### config.mk
export PLATFORM = sky130hd
export DESIGN_NAME = img_reader_scaled
export DESIGN_NICKNAME = d
export VERILOG_FILES = /design/src/rtl/img_pkg.sv /design/src/rtl/img_delay_line.sv /design/src/rtl/img_reader_scaled.sv
export SDC_FILE = /design/constraint.sdc
export NUM_CORES = 1
export LEC_CHECK = 0
export CORE_AREA = 8 8 84 86
export CTS_BUF_LIST = sky130_fd_sc_hd__clkbuf_4
export CTS_CLUSTER_SIZE = 14
export DETAILED_ROUTE_END_ITERATION = 16
export DIE_AREA = 0 0 92 94
export MAX_ROUTING_LAYER = met4
export PLACE_DENSITY = 0.77
export RECOVER_POWER = 50
export SYNTH_ARGS = -nofsm -noshare
export SYNTH_HDL_FRONTEND = slang
export SYNTH_SLANG_ARGS = --single-unit
### constraint.sdc
create_clock -name clk -period 4.21 [get_ports clk]
set_clock_uncertainty 0.1 [all_clocks]
set_input_delay 0.6315 -clock clk [delete_from_list [all_inputs] [get_ports clk]]
set_output_delay 0.6315 -clock clk [all_outputs]
set_load 0.02 [all_outputs]
### src/rtl/img_pkg.sv
// Shared pixel types and helpers for the frame-buffer reader.
package img_pkg;

  typedef struct packed {
    logic [4:0] r;
    logic [5:0] g;
    logic [4:0] b;
  } rgb565_t;

  typedef struct packed {
    logic [3:0] r;
    logic [3:0] g;
    logic [3:0] b;
  } rgb444_t;

  typedef enum logic {
    MODE_1X = 1'b0,
    MODE_2X = 1'b1
  } disp_mode_e;

  // Side-band travelling alongside the memory read.
  typedef struct packed {
    logic in_win;
    logic de;
    logic h_sync;
    logic v_sync;
  } sband_t;

  function automatic rgb444_t rgb565_to_444(input rgb565_t p);
    rgb444_t q;
    q.r = p.r[4:1];
    q.g = p.g[5:2];
    q.b = p.b[4:1];
    return q;
  endfunction

endpackage

### src/rtl/img_delay_line.sv
// Fixed-depth shift register, cleared by reset; output is the input DEPTH clocks later.
module img_delay_line #(
  parameter int WIDTH = 1,
  parameter int DEPTH = 1
) (
  input  logic             clk,
  input  logic             reset_n,
  input  logic [WIDTH-1:0] d,
  output logic [WIDTH-1:0] q
);

  logic [WIDTH-1:0] pipe [DEPTH];

  always_ff @(posedge clk or negedge reset_n) begin
    if (!reset_n) begin
      for (int i = 0; i < DEPTH; i++) pipe[i] <= '0;
    end else begin
      pipe[0] <= d;
      for (int i = 1; i < DEPTH; i++) pipe[i] <= pipe[i-1];
    end
  end

  assign q = pipe[DEPTH-1];

endmodule

### src/rtl/img_reader_scaled.sv
// Frame-buffer reader: raster (x,y) -> address, read latency absorbed, RGB444 aligned
// with delayed DE/syncs (latency MEM_LAT+2). 1x and 2x pixel-doubled modes.
module img_reader_scaled
  import img_pkg::*;
#(
  parameter int          IMG_W   = 320,
  parameter int          IMG_H   = 240,
  parameter int          ADDR_W  = 17,
  parameter int          MEM_LAT = 1,
  parameter logic [11:0] BG_RGB  = 12'h000
) (
  input  logic              clk,
  input  logic              reset_n,
  input  logic              de_i,
  input  logic              h_sync_i,
  input  logic              v_sync_i,
  input  logic [9:0]        x_i,
  input  logic [9:0]        y_i,
  input  logic              mode_i,
  output logic [ADDR_W-1:0] addr_o,
  output logic              rd_en_o,
  input  logic [15:0]       data_i,
  output logic [3:0]        r_o,
  output logic [3:0]        g_o,
  output logic [3:0]        b_o,
  output logic              de_o,
  output logic              h_sync_o,
  output logic              v_sync_o
);

  disp_mode_e        mode_q;
  disp_mode_e        mode_eff;
  logic              frame_start;
  logic [9:0]        xs;
  logic [9:0]        ys;
  logic              in_win;
  logic [ADDR_W-1:0] addr_next;
  sband_t            sb_s0;
  sband_t            sb_dly;
  rgb444_t           pix;

  // Mode only switches on the first visible pixel so a frame never mixes scales.
  assign frame_start = de_i && (x_i == 10'd0) && (y_i == 10'd0);
  assign mode_eff    = frame_start ? disp_mode_e'(mode_i) : mode_q;

  assign xs = (mode_eff == MODE_2X) ? {1'b0, x_i[9:1]} : x_i;
  assign ys = (mode_eff == MODE_2X) ? {1'b0, y_i[9:1]} : y_i;

  assign in_win = de_i
               && ({22'd0, xs} < 32'(IMG_W))
               && ({22'd0, ys} < 32'(IMG_H));

  assign addr_next = ADDR_W'({22'd0, ys} * 32'(IMG_W) + {22'd0, xs});

  always_ff @(posedge clk or negedge reset_n) begin
    if (!reset_n) begin
      mode_q  <= MODE_1X;
      addr_o  <= '0;
      rd_en_o <= 1'b0;
      sb_s0   <= '0;
    end else begin
      mode_q  <= mode_eff;
      rd_en_o <= in_win;
      if (in_win) addr_o <= addr_next;
      sb_s0.in_win <= in_win;
      sb_s0.de     <= de_i;
      sb_s0.h_sync <= h_sync_i;
      sb_s0.v_sync <= v_sync_i;
    end
  end

  img_delay_line #(
    .WIDTH ($bits(sband_t)),
    .DEPTH (MEM_LAT)
  ) u_sband_dly (
    .clk     (clk),
    .reset_n (reset_n),
    .d       (sb_s0),
    .q       (sb_dly)
  );

  assign pix = rgb565_to_444(rgb565_t'(data_i));

  always_ff @(posedge clk or negedge reset_n) begin
    if (!reset_n) begin
      r_o      <= '0;
      g_o      <= '0;
      b_o      <= '0;
      de_o     <= 1'b0;
      h_sync_o <= 1'b0;
      v_sync_o <= 1'b0;
    end else begin
      de_o     <= sb_dly.de;
      h_sync_o <= sb_dly.h_sync;
      v_sync_o <= sb_dly.v_sync;
      if (sb_dly.in_win) begin
        r_o <= pix.r;
        g_o <= pix.g;
        b_o <= pix.b;
      end else begin
        r_o <= BG_RGB[11:8];
        g_o <= BG_RGB[7:4];
        b_o <= BG_RGB[3:0];
      end
    end
  end

endmodule

# After elaboration in Yosys (flattened, before gate mapping)
# Index checks and enable logic that the tools add are counted.
# totals
register_bits,41
in_bits,42
output_inout_bits,33
wordCells,29
# op_classes
n_addsub,1
mul,1
order_cmp,2
n_mux,6
n_reduce_logical,6
# op_table
cell,count
$logic_not A10 Y1,2
$mux W10,2
$add A17 B10 Y17,1
$mux W4,3
$mul A10 B3 Y11 const B,1
$lt A10 B8 Y1 const B,1
$lt A10 B9 Y1 const B,1
$logic_and A1 B1 Y1,4
$mux W1,1

# Longest topological paths before layout
# Gate-level depths: netlist of the first run.
# depth
depth_word,8
mapped_depth,19
depth_no_buf,17

# Hierarchy
# A second synthesis of the first run with hierarchy kept.
# unflattened
hier_cells,225
area_unflattened_um2,2416.1
# by_module_without_submodules
mod,n_inst,cells_each,area_each_um2,seq_area_each_um2
img_reader_scaled,1,221,2316.0,925.9
img_delay_line,1,4,100.1,100.1

# Worst setup path before layout of the first run
# OpenSTA, ideal clock, no wires.
# synth_path
kind,in2reg
start,in y_i[6]
end,reg addr_o[15]
setup_time_ns,0.125
t_arrival_ns,4.516
required_time_ns,3.985
setup_slack_ns,-0.531
path_stages,19
n_path_buf,3
path_cell_list,buf_2 -> nor3_1 -> nand4_1 -> nor2_2 -> mux2i_1 -> buf_2 -> buf_1 -> mux2i_1 -> inv_1 -> ha_1 -> ha_1 -> fa_1 -> xor2_1 -> nand2_1 -> nor3_1 -> o21ai_0 -> nor3b_1 -> xnor2_1 -> mux2_4
# synth_between
elab_chain_cells,7
elab_cells_between_ends,11
classes_between,add/sub: 1; mul: 1; order compare: 2; mux: 3; reduce/logical: 4
# synth_lines
item,line_no,text
start: declaration,img_reader_scaled.sv:18,"input logic [9:0] y_i,"
"parallel branches: the longest is 7 deep, another holds $add A17 B10 Y17",n/a,
end signal: assignment,img_reader_scaled.sv:64,if (in_win) addr_o <= addr_next;
end: declaration,img_reader_scaled.sv:20,"output logic [ADDR_W-1:0] addr_o,"
# Parallel ways; which one is timed is not known.
# A chain may end at the register's enable or synchronous reset.

# Worst setup path in the final report of the first run
# layout_path
start,in y_i[9]
end,reg addr_o[16]
# Same word-level chain as after synthesis.

==> results.md, run 1 <==
* Top Ports at 75
* Reg2reg path depth at 16
* WHS Endpoint: u_sband_dly.q[2]$_DFF_PN0_
* Status: complete, but fails checks
* Vias in the first global route at 2244
* I/O Buffers at 70
* Final Max Slew Viols at 42
* Slew headroom at -43.2%
* Worst hold-check path type: flop to flop
* Global-route usage over all layers at 14.8%
* Avg Cell Area, Syn at 10.7 um^2
* Worst-skew pair later-pin latency at 0.34 ns
* Inserted Diodes at 0
* Row Count at 28
* Worst reg2reg endpoint: addr_o[16]$_DFFE_PN0P_
* Sink Count at 41
* Final setup viols at 0
* Period utilization at 94.2%
* CTS max path bufs at 2
* Clock transition at path regs at 0.12 ns
* Max Fclk at 0.252 GHz
* Die Span Y at 94 um
* Final nets at 403
* Design internal power at 0.903 mW
* H-Tree Level Count at 2
* Power share of the combinational group at 43.8%
* Reg2Reg Setup Slack at 0.83 ns
* Final Hold Vio Count at 0
* Area grow syn2layout at 54.8%
* DRC viols at 0
* Critical Path AT at 4.09 ns
* Initial detailed-routing violation count at 34
* Max cap viols at 1
* P_sw at 0.421 mW
* Min Hold Slack at 0.253 ns
* Synth warn at 0
* GR Overflow Total at 0
* Pwr Density at 349 mW/mm^2
* Largest fanout on the critical path at 2
* Die area at 0.00865 mm^2
* Crit-path slowest cell: clkdlybuf4s50_1
* Antenna Violating Nets Remaining at 0
* Crit end category: flop
* LEAKAGE at 1.81 nW
* Via count at 2017
* Post-Syn Area at 0.00245 mm^2
* Crit path largest cell delay at 0.46 ns
* CTS buffer count at 5
* Utilization after layout at 66.0%
* Starting Density at 42.6%
* Pin count of the biggest net entering global routing at 42
* Initial antenna violation count at 0
* RSZ-0062 raised after global routing: false
* CTS tree: built
* Failing checks: capacitance limit, slew limit
* Hold Path Depth at 0
* Netlist cell types at 40
* HPWL after DPL at 4810 um
* DR WL/cell at 14.7 um
* Critical path cell sequence: clkdlybuf4s50_1, nor2b_4, nand2_1, nor2_2, mux2i_2, buf_4, mux2i_4, inv_2, ha_4, ha_4, fa_2, a21oi_2, o211ai_1, a21oi_1, xor2_1, buf_4, nor3_4, xnor2_2, mux2_4
* Total core area at 0.00575 mm^2
* Seq cells post-synth at 41
* Post-synthesis sequential area ratio at 41.9%
* Worst vdd ir at 313 uV
* Clock share of power at 18.6%
* Share of cells above drive strength 1 at 32.2%
* Reg-to-Reg Start: mode_q$_DFF_PN0_
* First-pass GRT wire length at 10200 um
* Worst-margin pin slew at 2.15 ns
* Die W at 92 um
* Syn_nets at 289
* Vias per cell at 4.80
* Setup CP Type: input port to flop
* Period minus WS final at 3.97 ns
* GPL Wtd Cong at 0.816
* Crit path required time at 4.33 ns
* Sw frac at 31.8%
* Hold path start: sb_s0[2]$_DFF_PN0_
* Startpoint Class: input port
* Post-Syn Instances at 230
* DR pass1 iterations at 4
* Final WL at 6160 um
* Root Buffer: clkbuf_4
* Register share of total power at 37.5%
cells in the mapped netlist, drive strengths merged:
cell type / count / area [um^2]
dfrtp: 41 / 1030
nand2: 25 / 93.8
mux2: 24 / 304
ha: 15 / 188
and2: 13 / 81.3
o21ai: 13 / 65.1
xnor2: 11 / 96.3
buf: 9 / 62.6
inv: 9 / 33.8
nor2: 9 / 36.3
mux2i: 7 / 70.1
xor2: 7 / 61.3
a21oi: 6 / 30.0
nor2b: 5 / 31.3
nor3: 4 / 20.0
nor4: 4 / 31.3
nand3: 3 / 15.0
a211oi: 2 / 15.0
a21o: 2 / 15.0
a31oi: 2 / 12.5
clkbuf: 2 / 7.51
fa: 2 / 40.0
nand2b: 2 / 12.5
o211ai: 2 / 15.0
a211o: 1 / 8.76
a22o: 1 / 8.76
a31o: 1 / 8.76
clkinv: 1 / 3.75
nand4: 1 / 6.26
nor3b: 1 / 7.51
o2111a: 1 / 11.3
o21a: 1 / 7.51
o221ai: 1 / 8.76
o311ai: 1 / 8.76
or2: 1 / 6.26
power by group through the flow:
stage	sequential, mW	combinational (mW)	clock [mW]
floorplan	0.581	0.211	0
global placement	0.501	0.550	0
detailed placement	0.506	0.563	0
CTS	0.499	0.570	0.255
global route	0.508	0.628	0.270
finish	0.497	0.580	0.246
cell usage in the layout (no fill, tap or decap), drive strengths merged, types with 9 or more instances in the layout:
master,count
buf,48
clkdlybuf4s50,44
dfrtp,41
nand2,25
mux2,24
ha,15
o21ai,13
and2,13
dlymetal6s2s,12
xnor2,11
inv,9
nor2,9
clkbuf,9
sequential cells by signal (all words and copies together), names as in the netlist:
name and count:
addr_o 17, v_sync_o 1, g_o 4, h_sync_o 1
b_o 4, de_o 1, u_sband_dly.q 4, sb_s0 4
r_o 4, mode_q 1
worst max-delay path: cells and delay by family:
family / cells / cell delay (ns)
mux: 3 / 0.72
xor+xnor: 2 / 0.29
compound gates: 3 / 0.45
simple gates: 4 / 0.39
buf+inv: 4 / 0.84
fa+ha+maj: 3 / 0.77
cells by family (layout without fill, tap and decap cells):
| logic type | count (synthesis) | count (layout) | synth area share (%) |
|---|---|---|---|
| flops | 41 | 41 | 41.9 |
| simple gates | 68 | 68 | 13.9 |
| fa+ha+maj | 17 | 17 | 9.30 |
| buf+inv | 21 | 136 | 4.39 |
| xor+xnor | 18 | 18 | 6.44 |
| compound gates | 34 | 34 | 8.78 |
| mux | 31 | 31 | 15.3 |
what timing repair did:
item	CTS	global route
hold buffers	0	0
pin swaps	13	23
cloned	0	0
gates resized for setup	12	31
buffers inserted	4	0
setup endpoints to repair	4	5
per-stage QoR:
step	setup TNS (ns)	power [mW]	setup slack (ns)	instance area (um^2)	std cells
2_1_floorplan	-0.0381	0.792	-0.0381	2560	230
3_3_place_gp	-2.04	1.05	-0.508	3590	408
3_5_place_dp	-2.23	1.07	-0.568	3590	408
4_1_cts	0	1.32	0.00457	3710	420
5_1_grt	0	1.41	0.00827	3790	420
6_report	0	1.32	0.245	3790	420
worst max path at each step:
stage / startpoint / depth (start not counted) / slack, ns / to
final: y_i[9] / 19 / 0.24 / addr_o[16]$_DFFE_PN0P_
after global routing: x_i[9] / 19 / 0.008 / addr_o[16]$_DFFE_PN0P_
after CTS: y_i[1] / 19 / 0.005 / addr_o[16]$_DFFE_PN0P_
after detailed placement: x_i[3] / 17 / -0.57 / addr_o[16]$_DFFE_PN0P_
after global placement: x_i[3] / 17 / -0.51 / addr_o[16]$_DFFE_PN0P_
after floorplan: y_i[6] / 19 / -0.04 / addr_o[16]$_DFFE_PN0P_
cell type report:
cell class / instances / area [um^2]
inverter: 10 / 38.8
clock inverter: 3 / 41.3
sequential: 41 / 1030
tap: 75 / 93.8
multi-input combinational: 168 / 1490
fill: 449 / 1950
timing repair buffer: 118 / 1060
clock buffer: 5 / 37.5
routing by layer:
metal	vias up	wire [um]	track usage [%]
met5	-	0	-
met3	2	388	4.40
met4	0	27	2.55
li1	1016	-	-
met1	945	2520	15.5
met2	54	3220	27.0
No activity file was read; power rests on OpenSTA's default activity.
==> run 2: changes to the inputs <==
--- a/config.mk
+++ b/config.mk
@@ -10,7 +10,6 @@
 export CTS_CLUSTER_SIZE = 14
 export DETAILED_ROUTE_END_ITERATION = 16
 export DIE_AREA = 0 0 92 94
-export MAX_ROUTING_LAYER = met4
 export PLACE_DENSITY = 0.77
 export RECOVER_POWER = 50
 export SYNTH_ARGS = -nofsm -noshare
==> run 2 against run 1 <==
The flow still finishes with violations (capacitance limit, slew limit). Count of clock-buffer cells in the layout is the same. Global-route usage decreased by 0.40 points. Via count decreased by 0.20%. Critical path depth is the same. Setup slack improved by 0.0022 ns. Sequential power hardly changed. Total power is essentially flat. Sequential share of layout area is the same. Critical path type unchanged. Critical endpoint unchanged.
==> results.md, run 2 (synthesis results as in run 1) <==
* Largest register FFs at 17
* Slew headroom at -40.9%
* Sink Count at 41
* Final WL at 6140 um
* Final setup viols at 0
* Register share of total power at 37.5%
* Min Hold Slack at 0.250 ns
* CTS tree: built
* Final Non-Filler Cells at 420
* Via count at 2013
* DR WL/cell at 14.6 um
* GR Overflow Total at 0
* Setup CP Type: input port to flop
* Clock transition at path regs at 0.12 ns
* Die W at 92 um
* Initial antenna violation count at 0
* Reg2reg path depth at 16
* Reg-to-Reg Start: mode_q$_DFF_PN0_
* Total core area at 0.00575 mm^2
* Hold bufs inserted after CTS at 0
* Worst hold-check path type: flop to flop
* Top Ports at 75
* Critical Path AT at 4.09 ns
* CTS buffer count at 5
* Global-route usage over all layers at 14.4%
* WHS Endpoint: u_sband_dly.q[2]$_DFF_PN0_
* Clock share of power at 18.6%
* Vias per cell at 4.79
* DRC viols at 0
* Setup_tns at 0 ns
* Worst reg2reg endpoint: addr_o[16]$_DFFE_PN0P_
* Hold path start: sb_s0[2]$_DFF_PN0_
* Placed cell count at 408
* Area grow syn2layout at 54.8%
* Final Max Slew Viols at 42
* I/O Buffers at 70
* Failing checks: capacitance limit, slew limit
* Crit path required time at 4.34 ns
* Crit end category: flop
* CTS max path bufs at 2
* H-Tree Level Count at 2
* Design internal power at 0.903 mW
* Fillers at 449
* GPL Wtd Cong at 0.805
* LEAKAGE at 1.81 nW
* Pwr Total at 1.32 mW
* Row Count at 28
* Max Fclk at 0.252 GHz
* Inserted Diodes at 0
* Worst vdd ir at 314 uV
* HPWL after DPL at 4810 um
* Largest fanout on the critical path at 2
* Hold Path Depth at 0
* Final nets at 403
* Die area at 0.00865 mm^2
* Sw frac at 31.8%
* RSZ-0062 raised after global routing: false
* Startpoint Class: input port
* Antenna Violating Nets Remaining at 0
* Final Hold Vio Count at 0
* Power share of the combinational group at 43.8%
* Reg2Reg Setup Slack at 0.83 ns
* Status: complete, but fails checks
* Period utilization at 94.1%
* Max cap viols at 1
* Vias in the first global route at 2236
* Starting Density at 42.6%
* Most frequent cells in the layout: buf_4 (48), clkdlybuf4s50_1 (44), dfrtp_1 (41)
* Root Buffer: clkbuf_4
* Final worst slack at 0.247 ns
* Fin area at 0.00379 mm^2
* Worst-skew pair later-pin latency at 0.34 ns
* Worst-margin pin slew at 2.11 ns
* Commonest non-fill, non-tap cell in the layout: buf_4
* P_sw at 0.421 mW
* First-pass GRT wire length at 10200 um
* DR pass1 iterations at 4
* Pin count of the biggest net entering global routing at 42
* Share of cells above drive strength 1 at 32.2%
* Die Span Y at 94 um
* Placed cell area at 0.00359 mm^2
* Initial detailed-routing violation count at 47
* Pwr Density at 349 mW/mm^2
* Period minus WS final at 3.96 ns
* Top reg by flops: addr_o
* Place WS at -0.568 ns
* Utilization after layout at 66.0%
==> run 2: cell counts in the layout (fill, tap and decap cells not counted) <==
No cell type changed its count.
==> run 2: layout make-up <==
type                    instances  area, um^2  area share, %
clock buffers                   5        37.5          0.990
clock inverters                 3        41.3           1.09
inverters                      10        38.8           1.02
multi-input cells             168        1490           39.3
flip-flops and latches         41        1030           27.1
well taps                      75        93.8           2.47
repair buffers                118        1060           28.1
==> run 2: power by group through the flow <==
stage                     clock network (mW)  logic, mW  registers [mW]
after floorplan                            0      0.211           0.581
after global placement                     0      0.550           0.501
after detailed placement                   0      0.563           0.506
after CTS                              0.255      0.570           0.499
after global routing                   0.270      0.628           0.508
final                                  0.247      0.580           0.497
==> run 2: worst max-delay path by stage <==
stage,cells past startpoint,endpoint,start,slack (ns)
global route,19,addr_o[16]$_DFFE_PN0P_,x_i[9],0.008
global placement,17,addr_o[16]$_DFFE_PN0P_,x_i[3],-0.51
detailed placement,17,addr_o[16]$_DFFE_PN0P_,x_i[3],-0.57
finish,19,addr_o[16]$_DFFE_PN0P_,y_i[9],0.25
floorplan,19,addr_o[16]$_DFFE_PN0P_,y_i[6],-0.04
CTS,19,addr_o[16]$_DFFE_PN0P_,y_i[1],0.005
==> run 2: timing repair <==
item | in CTS | in global routing
setup buffers | 4 | 0
gates resized for setup | 12 | 31
gates cloned | 0 | 0
endpoints found under the setup margin | 4 | 5
pin swaps | 13 | 23
==> run 2: layer usage <==
| layer | wire length (um) | global-route usage (%) |
|---|---|---|
| met5 | 0 | 0 |
| met4 | 27 | 2.55 |
| met3 | 468 | 5.44 |
| met2 | 3200 | 26.9 |
| met1 | 2450 | 15.0 |
==> run 2: worst max-delay path, stage by stage <==
cell and delay, ns:
clkdlybuf4s50_1 0.46, nor2b_4 0.14, nand2_1 0.09, nor2_2 0.12, mux2i_2 0.23, buf_4 0.16
mux2i_4 0.23, inv_2 0.07, ha_4 0.22, ha_4 0.16, fa_2 0.39, a21oi_2 0.19
o211ai_1 0.10, a21oi_1 0.16, xor2_1 0.16, buf_4 0.15, nor3_4 0.04, xnor2_2 0.13
mux2_4 0.26
